[src/rtl/bus_arb_mux_pkg.sv]
// Shared constants, helpers and types for the bus_arb_mux N-channel bus multiplexer.
package bus_arb_mux_pkg;

    localparam int WIDTH_DEF  = 8;
    localparam int NUM_CH_DEF = 4;

    // Channel index as seen by the datapath's bus sources at the default channel count.
    typedef logic [$clog2(NUM_CH_DEF)-1:0] bus_ch_t;

    function automatic int next_idx(input int idx, input int num_ch);
        return (idx + 1 >= num_ch) ? 0 : idx + 1;
    endfunction

endpackage

[src/rtl/bus_arb_mux_rr_priority_pick.sv]
// Combinational priority pick: scans eligible channels starting at ptr, wrapping,
// and returns a one-hot grant plus its encoded index.
module rr_priority_pick #(
    parameter  int NUM_CH = 4,
    localparam int CH_W   = $clog2(NUM_CH)
) (
    input  logic [NUM_CH-1:0] elig,
    input  logic [CH_W-1:0]   ptr,
    output logic [NUM_CH-1:0] grant,
    output logic [CH_W-1:0]   idx
);

    int c;

    // Walk from the farthest offset back to ptr so the closest eligible channel wins.
    always_comb begin
        grant = '0;
        idx   = '0;
        c     = 0;
        for (int k = NUM_CH - 1; k >= 0; k--) begin
            c = int'(ptr) + k;
            if (c >= NUM_CH) c = c - NUM_CH;
            if (elig[c]) begin
                grant    = '0;
                grant[c] = 1'b1;
                idx      = CH_W'(c);
            end
        end
    end

endmodule

[src/rtl/bus_arb_mux.sv]
// Registered N:1 valid/ready bus multiplexer with forced-select override.
// Define BUS_ARB_MUX_RR_EN for round-robin arbitration; otherwise lowest index wins.
module bus_arb_mux
    import bus_arb_mux_pkg::*;
#(
    parameter  int WIDTH  = WIDTH_DEF,
    parameter  int NUM_CH = NUM_CH_DEF,
    localparam int CH_W   = $clog2(NUM_CH)
) (
    input  logic                    clk,
    input  logic                    rst_n,
    input  logic [NUM_CH-1:0]       in_valid,
    input  logic [NUM_CH*WIDTH-1:0] in_data,
    output logic [NUM_CH-1:0]       in_ready,
    input  logic                    force_en,
    input  logic [CH_W-1:0]         force_sel,
    output logic                    out_valid,
    output logic [WIDTH-1:0]        out_data,
    output logic [CH_W-1:0]         out_ch,
    input  logic                    out_ready
);

    logic              out_valid_q, out_valid_d;
    logic [WIDTH-1:0]  out_data_q, out_data_d;
    logic [CH_W-1:0]   out_ch_q, out_ch_d;

    logic [NUM_CH-1:0] sel_mask, elig, grant;
    logic [CH_W-1:0]   grant_idx, ptr;
    logic [WIDTH-1:0]  grant_word;
    logic              load_ok, xfer;

    assign load_ok = !out_valid_q || out_ready;

    // Out-of-range force_sel leaves the mask empty, so nothing is eligible.
    always_comb begin
        sel_mask = '0;
        for (int i = 0; i < NUM_CH; i++)
            sel_mask[i] = (int'(force_sel) == i);
    end

    assign elig = force_en ? (in_valid & sel_mask) : in_valid;

    rr_priority_pick #(.NUM_CH(NUM_CH)) u_pick (
        .elig  (elig),
        .ptr   (ptr),
        .grant (grant),
        .idx   (grant_idx)
    );

    assign in_ready = (rst_n && load_ok) ? grant : '0;
    assign xfer     = |in_ready;

    // One-hot AND-OR select keeps in_data out of any ready path.
    always_comb begin
        grant_word = '0;
        for (int i = 0; i < NUM_CH; i++)
            grant_word = grant_word | (in_data[i*WIDTH +: WIDTH] & {WIDTH{grant[i]}});
    end

    always_comb begin
        out_valid_d = out_valid_q;
        out_data_d  = out_data_q;
        out_ch_d    = out_ch_q;
        if (xfer) begin
            out_valid_d = 1'b1;
            out_data_d  = grant_word;
            out_ch_d    = grant_idx;
        end else if (load_ok) begin
            out_valid_d = 1'b0;
        end
    end

    always_ff @(posedge clk) begin
        if (!rst_n) begin
            out_valid_q <= 1'b0;
            out_data_q  <= '0;
            out_ch_q    <= '0;
        end else begin
            out_valid_q <= out_valid_d;
            out_data_q  <= out_data_d;
            out_ch_q    <= out_ch_d;
        end
    end

`ifdef BUS_ARB_MUX_RR_EN
    logic [CH_W-1:0] ptr_q, ptr_d;

    // Forced transfers move the pointer too, so fairness resumes after the override.
    always_comb begin
        ptr_d = ptr_q;
        if (xfer) ptr_d = CH_W'(next_idx(int'(grant_idx), NUM_CH));
    end

    always_ff @(posedge clk) begin
        if (!rst_n) ptr_q <= '0;
        else        ptr_q <= ptr_d;
    end

    assign ptr = ptr_q;
`else
    assign ptr = '0;
`endif

    assign out_valid = out_valid_q;
    assign out_data  = out_data_q;
    assign out_ch    = out_ch_q;

endmodule

[config.mk]
export PLATFORM = sky130hd
export DESIGN_NAME = bus_arb_mux
export DESIGN_NICKNAME = d
export VERILOG_FILES = /design/src/rtl/bus_arb_mux_pkg.sv /design/src/rtl/bus_arb_mux_rr_priority_pick.sv /design/src/rtl/bus_arb_mux.sv
export SDC_FILE = /design/constraint.sdc
export NUM_CORES = 1
export LEC_CHECK = 0
export ABC_AREA = 1
export ABC_CLOCK_PERIOD_IN_PS = 1450
export CAP_MARGIN = 20
export CELL_PAD_IN_SITES_DETAIL_PLACEMENT = 2
export CELL_PAD_IN_SITES_GLOBAL_PLACEMENT = 2
export CORE_ASPECT_RATIO = 0.5
export CORE_MARGIN = 1.5
export CORE_UTILIZATION = 16
export CTS_BUF_LIST = sky130_fd_sc_hd__clkbuf_4
export CTS_CLUSTER_SIZE = 14
export DETAILED_ROUTE_END_ITERATION = 12
export PLACE_DENSITY = 0.81
export SYNTH_ARGS = -nofsm -noshare
export SYNTH_HDL_FRONTEND = slang
export SYNTH_SLANG_ARGS = --single-unit
[constraint.sdc]
create_clock -name clk -period 1.45 [get_ports clk]
set_input_delay 0.145 -clock clk [delete_from_list [all_inputs] [get_ports clk]]
set_output_delay 0.145 -clock clk [all_outputs]
set_load 0.005 [all_outputs]
# Word-level counts from Yosys, hierarchy flattened
# Index checks and enable logic that the tools add are counted.
# totals
word_cells	32
out_inout_bits	15
register_bits	11
input_bits	42
# op_classes
n_eq_ne	3
muxes	12
bitwise	8
reduce_logical	6
# op_table
cell	count
$and A8 B8 Y8	4
$mux W4	6
$or A8 B8 Y8	3
$mux W2	4
$and A4 B4 Y4	1
$eq A2 B2 Y1 const B	2
$reduce_or A4 Y1	1
$eq A2 B1 Y1 const B	1
$logic_not A2 Y1	1
$mux W1	2
$reduce_bool A2 Y1	1
$logic_and A1 B1 Y1	1
$logic_not A1 Y1	1
$logic_or A1 B1 Y1	1

# Depth between registers and ports, before layout
# Gate-level depths: netlist of the first run.
# logic_depth
ltp_word	11
depth_mapped	11
ltp_nobuf	11

# Modules after synthesis
# A second synthesis of the first run with hierarchy kept.
# hier_totals
hier_cells	220
hier_area_um2	1258.7
# by_module_without_submodules
module	cells_per_inst	seq_area_each_um2	area_each_um2	n_inst
bus_arb_mux	137	220.2	800.8	1
rr_priority_pick	83	0.0	457.9	1

# Worst setup path before layout of the first run
# OpenSTA, ideal clock, no wires.
# synth_timing
path_kind	register to output
startpoint	reg out_valid_q, in the netlist out_valid
endpoint	out in_ready[1]
setup_slack_ns	0.386
t_required_ns	1.305
stages_incl_launch_ff	6
arrival_ns	0.919
path_buffers	0
cell_sequence	dfxtp_1 -> nand2_1 -> inv_1 -> nor2_1 -> inv_1 -> nor3_1
# synth_between
elab_chain_cells	4
# synth_lines
element	line	text
start, declared	bus_arb_mux.sv:23	logic out_valid_q, out_valid_d;
start signal, assigned	bus_arb_mux.sv:79	out_valid_q <= out_valid_d;
$logic_not A1 Y1	bus_arb_mux.sv:32	assign load_ok = !out_valid_q || out_ready;
$logic_or A1 B1 Y1	bus_arb_mux.sv:32	
$logic_and A1 B1 Y1	bus_arb_mux.sv:50	assign in_ready = (rst_n && load_ok) ? grant : '0;
$mux W4	bus_arb_mux.sv:50	
end, declared	bus_arb_mux.sv:14	output logic [NUM_CH-1:0] in_ready,
# Every way passes these cells.

# Worst setup path in the final report of the first run
# layout_timing
startpoint	in out_ready
endpoint	out in_ready[0]
# layout_between
elab_chain_cells	3
# layout_lines
element	line	text
start, declared	bus_arb_mux.sv:20	input logic out_ready
$logic_or A1 B1 Y1	bus_arb_mux.sv:32	
$logic_and A1 B1 Y1	bus_arb_mux.sv:50	
$mux W4	bus_arb_mux.sv:50	
# Every way passes these cells.

==> results by group, run 1 <==
Yosys
  • Post-synthesis cell type count: 19
  • Gate count of the mapped netlist: around 140
  • Number of synthesized register bits: 11
  • Top FF cell, synth: dfxtp_1
  • Mapped cell area: 822.0 um2
  • Mean Syn Cell Area: 6.044 um2
  • Sequential-to-total area share from yosys stat: 26.79%
  • Post-synthesis net count: 178
  • YS warnings: 0
  • EDFF count, synth: 0
  • Post-synth ARST share: 0%

Global routing
  • Largest net degree at the start of global routing: 11
  • First-pass GRT wire length: 6237 um
  • GRT Resource Usage Total: between 10 and 15%
  • Vias in the first global route: 1266
  • Initial antenna violation count: 0
  • GRT overflow: 0

Die
  • Core Rows: 18
  • # IOs: 57
  • Die width: 104.4 um
  • Initial Util: 16.67%
  • Core ar.: just under 5000 um2
  • Full die area: between 5000 and 6000 um2
  • Die Y: 53.69 um

Power and ir drop
  • Static Leak: 0.7480 nW
  • Power density cells: approximately 640 nW/um2
  • Comb pwr share: a little over two fifths
  • Power, Total: 0.001031 W
  • Clock Power Share: 22.1%
  • Internal: a little over 0.0007 W
  • Switch Pwr: roughly 0.00032 W
  • Switch share: a little under a third
  • Worst vdd ir: 232.0 uV
  • Flop pwr share: ~34%

Clock tree
  • TritonCTS Buffers: 3
  • Clk_lat worst skew: 0.26 ns
  • CTS clock-pin slew for the worst setup and hold paths: roughly 0.070 ns
  • Root Buffer: clkbuf_4
  • H-tree depth: 1
  • CTS sink cnt: 11
  • CTS tree: done
  • Clock buffer depth: 2

Detailed routing
  • DR iter-0 viols: 29
  • Antenna Nets Post-Route: 0
  • Routed WL: 3912 um
  • Via density: just over 4
  • DRC viols: 0
  • Drt first pass iters: 4
  • Wire per inst: 13.97 um
  • Via count: roughly 1.1k

Status
  • Status: complete, no violations

Critical path
  • CP Cell Sequence: clkdlybuf4s50_1 -> inv_1 -> nand2_2 -> inv_2 -> nor2_4 -> inv_4 -> nor2_2 -> clkdlybuf4s15_2
  • R2r startpoint: out_valid$_SDFFE_PN0P_
  • CP Capture Type: output pin
  • Crit-path max FO: 4
  • Req. time, crit path: 1.31 ns
  • Worst setup startpoint: out_ready
  • Critical path class: primary input to output pin
  • CP startpoint kind: primary input
  • Family with the most delay on the worst path: buffers and inverters
  • Critical path's largest stage delay: 0.47 ns
  • Slowest-stage cell, CP: clkdlybuf4s50_1
  • WP data arrival: ~1.3 ns
  • Worst path bufs/invs: 5

STA
  • Final Hold Vio Count: 0
  • Post-route setup slack: around 0.046 ns
  • Final min period: 1.404 ns
  • Final period util: 96.82%
  • Slew HR: 78.78%
  • Measured slew at the worst slew-check pin: 0.3150 ns
  • Final setup vio count: 0
  • Achievable clock frequency: 712.3 MHz
  • Final Max Tran Viols: 0
  • Clk_skew: between 0.006 and 0.007 ns

Final layout
  • Post-route cell area: 1614 um2
  • Storage cell area: 220.2 um2
  • Area grow syn2layout: 96.35%
  • Diode count: 0
  • Layout cells sized above 1: a little under a quarter
  • Fillers: 584
  • Multi-input logic area: around 540 um2
  • Final #Nets: 253

Worst hold path
  • Hold Path Class: register to register
  • Start point of the worst hold path: out_data[5]$_SDFFE_PN0P_

Placed design
  • DP Area: 1556 um2
  • DP HPWL: roughly 3200 um
  • Pre-CTS WS: -0.4693 ns
  • Port bufs: 56
  • GP Congestion: 0.7653

Job
  • Max-Cap Viols: 0
## worst min-delay path, cell delays in order, from the launching register on
cell     delay [ns]
dfxtp_1        0.31
nand3_1        0.07
nand2_1        0.05
## final timing paths
path / endpoint / slack [ns] / cells past startpoint
worst min register to register: out_data[5]$_SDFFE_PN0P_ / 0.47 / 2
worst min-delay path: out_data[5]$_SDFFE_PN0P_ / 0.47 / 2
worst max register to register: out_valid$_SDFFE_PN0P_ / 0.26 / 7
worst max-delay path: in_ready[0] / 0.05 / 8
## per-stage QoR
stage | utilization, % | setup TNS [ns] | cells | hold slack (ns)
floorplan | - | 0 | 136 | 0.2765
global placement | 31.56 | -3.851 | 274 | 0.4596
detailed placement | 31.56 | -5.172 | 274 | 0.4697
CTS | 32.55 | 0 | 279 | 0.4816
global route | 32.72 | -0.03797 | 280 | 0.4948
finish | 32.72 | 0 | 280 | 0.4737
## kinds of logic (layout without fill, tap and decap cells)
group                  count (synthesis)  count (layout)  share of synthesized area, %
flip-flops                            11              11                         26.79
buffers and inverters                 21              95                         11.41
AND/OR/NAND/NOR                       97              97                         54.79
AO/OA/AOI/OAI                          7               7                         7.002
## cell type report
class / instances / area share [%]
clock buffers: 4 / 1.860
repair buffers: 73 / 41.55
multi-input cells: 104 / 33.18
inverters: 18 / 4.341
well taps: 70 / 5.426
flip-flops and latches: 11 / 13.64
## metal layers
metal / vias up / track usage, % / share of wire, %
li1: 581 / - / -
met1: 544 / 17.07 / 45
met2: 11 / 28.95 / 53
met3: 2 / 0.7264 / 1.4
met4: 0 / 2.778 / 0.49
met5: - / 0 / 0
## layout by cell type, fill, tap and decap left out, drive strengths merged
cell type,count
nand2,56
nor2,6
nand3,33
clkdlybuf4s15,1
inv,17
nor3,2
o21ai,4
dfxtp,11
clkdlybuf4s50,49
a21oi,3
clkbuf,4
dlygate4sd2,3
clkinv,1
buf,20
## flip-flops by register name, indices dropped and copies added, names as in the netlist
register   cells
out_data       8
out_ch         2
out_valid      1
## synth_stat cells, types with 2 or more instances
cell type  number  area (um2)
nor2_1          5       18.77
nor3_1          2       10.01
nand2_4         3       33.78
a21oi_2         2       17.52
nand2_2         3       18.77
buf_4           2       15.01
o21ai_0         2       10.01
dfxtp_1        11       220.2
inv_2           2       7.510
nand3_1        32       160.2
nand2_1        50       187.7
inv_1          15       56.30
## timing repair
action	CTS	global route
resized for setup	25	4
hold buffers	0	0
pin swaps	2	2
setup buffers	1	1
endpoints found under the setup margin	15	4
## power by group through the flow
| stage | Clock, W | Sequential [W] | Combinational (W) |
|---|---|---|---|
| after floorplan | 0 | 0.000361 | 0.000161 |
| after global placement | 0 | 0.000360 | 0.000425 |
| after detailed placement | 0 | 0.000361 | 0.000439 |
| after CTS | 0.000237 | 0.000354 | 0.000450 |
| after global routing | 0.000258 | 0.000357 | 0.000495 |
| final | 0.000227 | 0.000353 | 0.000450 |
(Power assumes the default switching activity.)
==> inputs of run 2 (changes only) <==
CORE_MARGIN = 10   (was 1.5)
==> run 2 against run 1 <==
Effect of this change:
- largest cell class unchanged
- sequential power barely moved
- sequential share of layout area fell by 0.12 points
- power rose by 0.15%
- setup slack improved by 0.016 ns
- final area rose by 0.85%
- via count rose by 0.53%
- maximum frequency rose by 1.1%
- combinational power rose by 0.9%
- register-to-register slack barely moved
- critical endpoint is now in_ready[3]
- largest power group unchanged
- first-iteration DRC count rose by 6.9%
- flip-flop and latch count did not move
==> results by group, run 2 (synthesized netlist as in run 1, its figures left out) <==
Detailed routing
  • DR iter-0 viols: 31
  • Wire per inst: 15.32 um
  • Via density: 4.071
  • Drt first pass iters: 3
  • Antenna Nets Post-Route: 0
  • Via count: 1144
  • Routed WL: 4304 um
  • DRC viols: 0

Final layout
  • Commonest non-fill, non-tap cells in the layout: nand2_1, clkdlybuf4s50_1, nand3_1
  • Max FFs per register: 8
  • Diode count: 0
  • Final #Nets: 254
  • Layout cells sized above 1: between 20% and 30%
  • Area grow syn2layout: 98.02%
  • Post-route cell area: 1628 um2

STA
  • Final period util: 95.74%
  • Final min period: 1.388 ns
  • Clk_skew: about 0.00083 ns
  • Achievable clock frequency: 720.3 MHz
  • Measured slew at the worst slew-check pin: 0.2826 ns
  • Final setup vio count: 0
  • Slew HR: 80.96%
  • Final Max Tran Viols: 0
  • Final Hold Vio Count: 0
  • Post-route setup slack: approximately 0.06 ns

Placed design
  • GP Congestion: 0.7012
  • Pre-CTS WS: -0.4598 ns
  • DP Area: 1564 um2
  • Port bufs: 56
  • DP HPWL: ~3700 um

Die
  • Initial Util: 16.59%
  • Die width: 121.4 um
  • Full die area: ~8600 um2
  • Die Y: 70.69 um
  • Core Rows: 18
  • # IOs: 57
  • Core ar.: 4955 um2

Power and ir drop
  • Comb pwr share: 43.9%
  • Static Leak: 0.7526 nW
  • Worst vdd ir: 194.3 uV
  • Power, Total: 0.001033 W
  • Flop pwr share: around a third
  • Switch share: 31.16%
  • Internal: 0.0007109 W
  • Switch Pwr: 0.0003218 W
  • Clock Power Share: a little over a fifth
  • Power density cells: 634.4 nW/um2

Job
  • Max-Cap Viols: 0

Critical path
  • CP startpoint kind: primary input
  • CP Capture Type: output pin
  • R2r startpoint: out_valid$_SDFFE_PN0P_
  • CP Cell Sequence: clkdlybuf4s50_1 -> inv_1 -> nand2_2 -> inv_2 -> nor2_4 -> inv_4 -> nor2_2 -> clkdlybuf4s15_2
  • Reg2reg path depth: 8
  • R2r endpoint: out_data[2]$_SDFFE_PN0P_
  • Slowest-stage cell, CP: clkdlybuf4s50_1
  • R2r setup slk: 0.27 ns
  • Crit-path max FO: 4
  • WP data arrival: 1.24 ns
  • Critical path class: primary input to output pin
  • Critical path's largest stage delay: between 0.4 and 0.5 ns
  • Req. time, crit path: about 1.3 ns

Status
  • Status: complete, no violations

Global routing
  • First-pass GRT wire length: 6893 um
  • GRT overflow: 0
  • Largest net degree at the start of global routing: 11
  • GRT Resource Usage Total: 9.838%
  • Initial antenna violation count: 0
  • Vias in the first global route: between 1k and 1.5k

Clock tree
  • Root Buffer: clkbuf_4
  • CTS clock-pin slew for the worst setup and hold paths: 0.07 ns
  • TritonCTS Buffers: 3
  • Clk_lat worst skew: ~0.26 ns
  • H-tree depth: 1
  • CTS sink cnt: 11
  • Clock buffer depth: 2
  • CTS tree: done

Worst hold path
  • Hold Path Depth: 2
  • Hold Path Class: register to register
  • Start point of the worst hold path: out_data[7]$_SDFFE_PN0P_
  • Hold endpoint: out_data[7]$_SDFFE_PN0P_
## run 2: changes by cell type in the layout (fill, tap and decap cells not counted), sizes merged
cell           previous run  this run
buf                      20        21
clkdlybuf4s15             1         2
dlygate4sd2               3         2
## run 2: how the worst max path moves through the flow
stage	start	to	slack, ns	cells past startpoint
after floorplan	out_valid$_SDFFE_PN0P_	in_ready[1]	0.39	5
after global placement	force_sel[0]	in_ready[1]	-0.41	8
after detailed placement	force_sel[1]	in_ready[3]	-0.46	10
after CTS	out_ready	in_ready[0]	0.006	8
after global routing	out_ready	in_ready[3]	-0.002	8
final	out_ready	in_ready[3]	0.06	8
## run 2: cell type report
| class | instances | area (um2) |
|---|---|---|
| fill | 603 | 3327 |
| timing repair buffer | 74 | 679.4 |
| multi-input combinational | 104 | 540.5 |
| sequential | 11 | 220.2 |
| tap | 70 | 87.58 |
| inverter | 18 | 70.07 |
| clock buffer | 4 | 30.03 |
## run 2: worst max-delay path: cells and delay by family
| family | cells | cell delay, ns |
|---|---|---|
| AND/OR/NAND/NOR | 3 | 0.28 |
| buffers and inverters | 5 | 0.81 |
## run 2: routing by layer
metal,track usage [%],share of wire (%)
met4,3.022,1.3
met2,19.04,56
met3,0.7918,0.93
met5,0,0
met1,11.15,42
## run 2: power by group through the flow
stage                     Combinational (W)  Clock [W]  Sequential [W]
after floorplan                    0.000161          0        0.000361
after global placement             0.000432          0        0.000360
after detailed placement           0.000449          0        0.000361
after CTS                          0.000457   0.000237        0.000355
after global routing               0.000501   0.000248        0.000359
final                              0.000454   0.000224        0.000355
## run 2: per-stage QoR
stage	instances	hold WS [ns]	setup TNS, ns	util, %
after floorplan	136	0.2765	0	-
after global placement	275	0.4582	-4.095	31.57
after detailed placement	275	0.4674	-5.154	31.57
after CTS	281	0.4792	0	32.60
after global routing	281	0.4911	-0.002003	32.85
final	281	0.4729	0	32.85
## run 2: what timing repair did
item / CTS / global route
setup endpoints to repair: 12 / 10
cloned: 0 / 0
hold buffers: 0 / 0
pin swaps: 2 / 3
gates resized for setup: 23 / 7
setup buffers: 2 / 0
